File: src/rtl/cpu_pkg.sv
// cpu_pkg: shared datapath widths, flag bit indices and constants for reg_file, ALU and branch unit
package cpu_pkg;
  localparam int DATA_W = 16;
  localparam int ADDR_W = 4;
  localparam int FLAG_W = 4;
  localparam int FLAG_N = 3;
  localparam int FLAG_Z = 2;
  localparam int FLAG_C = 1;
  localparam int FLAG_P = 0;
  localparam logic [ADDR_W-1:0] REG_ZERO = '0;
endpackage

File: src/rtl/flag_reg.sv
// flag_reg: enable register with async reset and optional write-first bypass of d onto q
module flag_reg #(
  parameter int W = 4,
  parameter bit BYPASS = 1'b0
) (
  input  logic         clk,
  input  logic         rst,
  input  logic         en,
  input  logic [W-1:0] d,
  output logic [W-1:0] q
);
  logic [W-1:0] r;
  always_ff @(posedge clk or posedge rst)
    if (rst) r <= '0;
    else if (en) r <= d;
  assign q = (BYPASS && en && !rst) ? d : r;
endmodule

File: src/rtl/reg_file.sv
// reg_file: 16x16 register file (R0 hardwired 0) plus NZCP flag register; REG_FILE_BYPASS_EN selects write-first reads
import cpu_pkg::*;
module reg_file #(
  parameter int DATA_W = cpu_pkg::DATA_W,
  parameter int ADDR_W = cpu_pkg::ADDR_W,
  parameter int FLAG_W = cpu_pkg::FLAG_W
) (
  input  logic              clk,
  input  logic              rst,
  input  logic [ADDR_W-1:0] rs_addr,
  output logic [DATA_W-1:0] rs_data,
  input  logic [ADDR_W-1:0] rt_addr,
  output logic [DATA_W-1:0] rt_data,
  input  logic              we,
  input  logic [ADDR_W-1:0] rd_addr,
  input  logic [DATA_W-1:0] rd_data,
  input  logic              flag_we,
  input  logic [FLAG_W-1:0] flag_in,
  output logic [FLAG_W-1:0] flags
);
`ifdef REG_FILE_BYPASS_EN
  localparam bit BYPASS = 1'b1;
`else
  localparam bit BYPASS = 1'b0;
`endif
  localparam int DEPTH = 2 ** ADDR_W;
  logic [DATA_W-1:0] regs [DEPTH];
  logic wr_hit;
  assign wr_hit = we && !rst && (rd_addr != REG_ZERO);
  always_ff @(posedge clk or posedge rst)
    if (rst) for (int i = 0; i < DEPTH; i++) regs[i] <= '0;
    else if (wr_hit) regs[rd_addr] <= rd_data;
  // bypass is gated by rst so reads stay 0 while reset is held
  always_comb begin
    rs_data = (rs_addr == REG_ZERO) ? '0 : (BYPASS && wr_hit && rs_addr == rd_addr) ? rd_data : regs[rs_addr];
    rt_data = (rt_addr == REG_ZERO) ? '0 : (BYPASS && wr_hit && rt_addr == rd_addr) ? rd_data : regs[rt_addr];
  end
  flag_reg #(.W(FLAG_W), .BYPASS(BYPASS)) u_flag_reg (
    .clk(clk),
    .rst(rst),
    .en(flag_we),
    .d(flag_in),
    .q(flags)
  );
endmodule

File: config.mk
export PLATFORM = sky130hd
export DESIGN_NAME = reg_file
export DESIGN_NICKNAME = d
export VERILOG_FILES = /design/src/rtl/cpu_pkg.sv /design/src/rtl/flag_reg.sv /design/src/rtl/reg_file.sv
export SDC_FILE = /design/constraint.sdc
export NUM_CORES = 1
export LEC_CHECK = 0
export CAP_MARGIN = 15
export CORE_MARGIN = 2
export CORE_UTILIZATION = 25
export DETAILED_ROUTE_END_ITERATION = 10
export GPL_ROUTABILITY_DRIVEN = 0
export MAX_ROUTING_LAYER = met4
export SLEW_MARGIN = 20
export SYNTH_ARGS = -nofsm -noshare
export SYNTH_HDL_FRONTEND = slang
export SYNTH_SLANG_ARGS = --single-unit
File: constraint.sdc
create_clock -name clk -period 9.5 [get_ports clk]
set_clock_uncertainty 0.1 [all_clocks]
set_input_delay 1.9 -clock clk [delete_from_list [all_inputs] [get_ports clk]]
set_output_delay 1.9 -clock clk [all_outputs]
set_load 0.03 [all_outputs]
==> run summary <==
Status: complete, no violations
CP cell instances: buf_4, nor2b_1, a221oi_1, o31ai_1, clkdlybuf4s50_1
Rows: 85
Synth area leader: dfrtp_1
Nets: 969
Area Overhead vs Synth: 16.0%
DP Cell Count: 1,599
Commonest non-fill, non-tap cells in the layout: 302 x mux2_2, 246 x dfrtp_1, 88 x mux4_2, 63 x clkdlybuf4s50_1, 35 x nand2_1
Worst Path Arrival: 4.96 ns
Io pins: 72
Worst Hold Path EP: regs[242]
Seq/Total Area, Yosys: 0.458
Via-per-instance ratio: 5.00
Clk pin slew, worst setup/hold paths: 0.06 ns
Final WL: 36,700 µm
H-Tree Depth: 1
CTS tree: yes
Routed via count: 8,275
Slew Limit Fails: 0
Global-route wire length before repair: 56,600 µm
Setup CP Type: in -> out
CP peak stage delay: 0.82 ns
Sequential cell area: 6160 µm²
Fin crit period: 6.96 ns
Hold Path Stages: 0
Unique masters post-synth: 35
Die Width: 236 µm
Hold Fails Final Rpt: 0
Synth Instances: 902
Yosys warns: 0
Worst r2r src: regs[210]
CP endpoint kind: primary output
Die area: 55,700 µm²
PortBufs: 71
Core ar.: 53,500 µm²
Initial Util: 0.252
Synthesized flop and latch total: 246
Crit path from: rs_addr[1]
Hold_sp: regs[242]
Clk sinks: 246
Startpoint Class: input port
Hold-fix buffers, CTS: 0
TritonCTS buffer count: 28
Syn_nets: 938
Fin crit share: 0.732
Number of global-route vias before repair: 8,751
Worst-Skew Late Latency: 0.54 ns
Fmax achieved: 144 MHz
# DRC: 0
Initial antenna violation count: 4
Reg2reg setup slack: 8.59 ns
Reg-to-Reg End: regs[210]
Aggregate global routing overflow: 0
Starting DRT DRC Count: 517
Maxcap violations: 0
Slowest cell on the critical path: nor2b_1
Final setup TNS: 0 ns
Post-synthesis average cell area: 14.9 µm²
Final setup viols: 0
Post-CTS sizing: 0
Post-DP HPWL: 22,300 µm
Leakage power: 6.51 nW
Power Density: 208 nW/µm²
Worst VDD drop: 0.116 mV
Commonest non-fill, non-tap cell in the layout: mux2_2
WP data required: 7.50 ns
Filler cells: 5,290
FF-to-FF path depth: 1
Remaining antenna violation count: 0
Largest net degree at the start of global routing: 101
TritonRoute pass-1 iters: 5
Root Buffer: clkbuf_16
Die H: 236 µm
Worst hold path class: reg -> reg
Finished Layout Cells: 1,654
RSZ-0062 raised after global routing: false
Worst Tran Pin Value: 0.962 ns
Synth top area cells: dfrtp_1 46%, mux2_2 25%, mux4_2 15%, a221oi_1 1.8%, mux4_1 1.6%
Wire per inst: 22.2 µm
Clock tree buffer depth: 3
Area fraction of the dominant cell type after synthesis: 0.458
Mapped Area: 13,500 µm²
Layout cells sized above 1: 0.505
Setup Fix Bufs, Post-CTS: 0
Area of the multi-input gates: 6790 µm²
Total GRT Usage: 0.136
Slew margin rel.: 0.359
Crit Path Max Fanout: 49
## cell type report
type | count | area share
clock buffer | 39 | 0.0521
inverter | 1 | 0.000721
clock inverter | 13 | 0.00970
antenna | 3 | 0.000481
tap | 696 | 0.0558
timing repair buffer | 88 | 0.0520
multi-input combinational | 568 | 0.435
sequential | 246 | 0.394
## where the power goes
part	internal [W]	switching (W)	total [W]
clock	0.000679	0.000444	0.00112
combinational	0.000428	0.000298	0.000726
sequential	0.00125	0.000147	0.00140
## synth_stat cells
library cell  count
a21o_1            2
a21oi_1           2
a221o_1           2
a221oi_1         28
a31oi_1           2
and3_1            4
and3b_1           2
buf_1             3
buf_2            33
buf_4            14
buf_6            12
clkbuf_1         25
dfrtp_1         246
inv_1             1
mux2_1            3
mux2_2          302
mux2_4            1
mux2i_1           2
mux4_1            8
mux4_2           88
nand2_1          35
nand2_2           8
nand2b_1          3
nand2b_2          1
nand4_2           1
nor2_1            1
nor2_2            1
nor2b_1          33
nor3_1            1
nor3b_4           3
nor4_4            1
o21ai_0           2
o21bai_1          2
o221a_2           2
o31ai_1          28
## worst max-delay path by stage
stage | cells after the start | slack [ns] | to
6_report | 5 | 2.54 | rs_data[8]
5_1_grt | 6 | 2.51 | rs_data[10]
4_1_cts | 5 | 2.58 | rs_data[8]
3_5_place_dp | 5 | 2.57 | rs_data[8]
3_3_place_gp | 5 | 2.62 | rs_data[8]
2_1_floorplan | 5 | 0.49 | regs[64]
## registers in the layout (all words and copies together) (netlist names)
register	cells
regs	242
u_flag_reg.q	4
## cells by family (layout without fill, tap and decap cells)
family | count (synthesis) | count (layout) | synth area share
AO/OA/AOI/OAI | 70 | 70 | 0.0417
buffers and inverters | 88 | 141 | 0.0382
other | 0 | 3 | 0
flip-flops | 246 | 246 | 0.458
AND/OR/NAND/NOR | 94 | 94 | 0.0418
multiplexers | 404 | 404 | 0.421
## layer usage
| metal | vias up | global-route usage | wire length [µm] |
|---|---|---|---|
| li1 | 3552 | - | - |
| met1 | 4464 | 0.172 | 15800 |
| met2 | 201 | 0.223 | 18100 |
| met3 | 58 | 0.0213 | 1770 |
| met4 | 0 | 0.0428 | 1040 |
| met5 | - | - | 0 |
## metrics by stage
stage               utilization  setup slack (ns)  area [µm²]  power [W]  hold slack [ns]
finish                    0.292              2.54       15600    0.00325            0.274
global placement          0.274              2.62       14600    0.00211            0.265
floorplan                     -             0.486       13500    0.00193            0.325
detailed placement        0.274              2.57       14600    0.00214            0.265
global route              0.292              2.51       15600    0.00340            0.288
CTS                       0.292              2.58       15600    0.00328            0.278
## critical path: cells and delay by family
family	cells	cell delay [ns]
buf+inv	2	1.42
compound gates	2	0.78
simple gates	1	0.82
No activity file was read; power rests on OpenSTA's default activity.
==> RTL edit, RTL diff (config.mk and constraints unchanged) <==
Set the package constant `REG_ZERO` to 1 (it was '0).
--- a/src/rtl/cpu_pkg.sv
+++ b/src/rtl/cpu_pkg.sv
@@ -7,6 +7,6 @@
   localparam int FLAG_Z = 2;
   localparam int FLAG_C = 1;
   localparam int FLAG_P = 0;
-  localparam logic [ADDR_W-1:0] REG_ZERO = '0;
+  localparam logic [ADDR_W-1:0] REG_ZERO = 1;
 endpackage
 
Formal check against the unedited RTL: not equivalent (Yosys sat finds a counterexample within 4 cycles, from zero or initial values and one cycle with rst high).
==> RTL edit against the original RTL <==
  * Worst setup slack worse by 0.41 ns
  * Final area is 0.51% lower
  * Synthesized area down 0.41%
  * Routed wire length up 4.2%
  * Sequential share of layout area fell by 0.12 points
  * Power fell by 2.4%
  * Maximum frequency is 5.5% lower
  * Non-clock buffer count is the same
  * Clock power decreased by 4%
  * Sequential cell count down 2
  * Highest routed layer unchanged
==> RTL edit: results (changes against the original RTL) <==
Setup path
  – Worst-path maximum fanout: 14 (-71%)
  – Worst path arrival time: 5.37 ns (+0.41 ns)
  – Reg2reg setup slack: 8.60 ns (about the same)
  – Slowest stage cell, crit path: clkdlybuf4s50_1
  – Crit-path leading delay family: buffers and inverters

Global routing
  – Met3 usage: 1.36% (-0.77 points)
  – First-pass GRT wire length: 58,000 um (+2.5%)
  – Initial antenna violation count: 2 (-2)
  – Met1 usage: 17.3% (+0.095 points)
  – Total GRT Usage: 14.0% (+0.41 points)
  – M2 GR Usage: 23.7% (+1.4 points)

Finish
  – Nets: 1,008 (+4.0%)
  – Layout cells sized above 1: 46.4% (-4.1 points)
  – Max FFs per register: 240 (-0.83%)

Synth
  – Distinct cell type count after synthesis: 41 (+17%)
  – Post-synth top cells: mux2_2 (305), dfrtp_1 (244), mux4_2 (59)
  – Post-synthesis mux area share: 39.8% (-2.3 points)
  – Synth Instances: 949 (+5.2%)
  – Seq/Total Area, Yosys: 45.6% (-0.19 points)
  – Syn_nets: 985 (+5.0%)

Timing
  – Hold Slack: 0.415 ns (+0.141 ns)
  – Worst Max-Slew Pin Slew: 1.05 ns (+0.0844 ns)

Power and ir drop
  – Peak ir drop on the vdd network: 125 uV (+8.2%)
  – Net Switching: 0.870 mW (-2.2%)
  – Pleak: 6.53 nW (+0.31%)

Route
  – Drt wl/cell: 22.8 um (+2.7%)
  – DR pass1 iterations: 5 (unchanged)
  – Vias/cell: 5.10 (+1.9%)
  – Iteration-0 DRC Markers: 555 (+7.4%)

Clock network
  – H-tree level count: 1 (unchanged)
  – Num CTS Buffers: 25 (-11%)

Status
  – Status: completed

Placement
  – Post-DP HPWL: 22,800 um (+2.5%)
  – Placed cells: 1,632 (+2.1%)
-- RTL edit: changes by cell type in the layout (fill, tap and decap cells not counted), sizes merged, moves of 12 or more --
cell	unedited run	this run
o22ai	0	28
o32ai	0	14
mux4	96	68
a31oi	2	17
nor2b	33	21
o221ai	0	14
o21a	0	17
a221oi	28	1
mux2i	2	18
nand2	43	11
and3	4	17
nor2	2	17
a211oi	0	28
o31ai	28	1
-- RTL edit: cells by family (layout without fill, tap and decap cells) --
kind of cell | count (synthesis) | in the layout
DFF | 244 | 244
other | 0 | 1
muxes | 401 | 401
and+or+nand+nor | 85 | 85
AOI/OAI and AO/OA | 124 | 124
buffers and inverters | 95 | 136
-- RTL edit: worst paths after layout --
check	cells after the start	end	startpoint
max reg2reg	1	regs[88]	regs[88]
min in group asynchronous	2	regs[221]	rst
max in group asynchronous	3	regs[54]	rst
max	6	rt_data[5]	rt_addr[2]
min reg2reg	1	u_flag_reg.q[2]	u_flag_reg.q[2]
min	1	u_flag_reg.q[2]	u_flag_reg.q[2]
-- RTL edit: per-stage QoR --
step                      util [%]  setup WS, ns
after detailed placement      27.7          2.13
after global routing          29.4          2.05
final                         29.4          2.13
after global placement        27.7          2.10
after CTS                     29.4          2.13
after floorplan                  -         0.798
-- RTL edit: cell type report --
class | instances | area, um2
antenna | 1 | 2.50
clock buffer | 35 | 743
clock inverter | 10 | 158
fill | 5334 | 37200
inverter | 3 | 18.8
multi-input combinational | 610 | 6810
sequential | 244 | 6110
tap | 688 | 861
timing repair buffer | 88 | 837
-- RTL edit: power groups by stage --
| stage | combinational (mW) | clock, mW | sequential (mW) |
|---|---|---|---|
| after floorplan | 0.540 | 0 | 1.35 |
| after global placement | 0.699 | 0 | 1.39 |
| after detailed placement | 0.708 | 0 | 1.40 |
| after CTS | 0.711 | 1.10 | 1.38 |
| after global routing | 0.756 | 1.15 | 1.41 |
| final | 0.704 | 1.08 | 1.38 |
-- RTL edit: layer usage --
metal | vias up | wire length (um)
li1 | 3709 | -
met1 | 4585 | 16700
met2 | 196 | 19200
met3 | 72 | 1190
met4 | 0 | 1270
met5 | - | 0
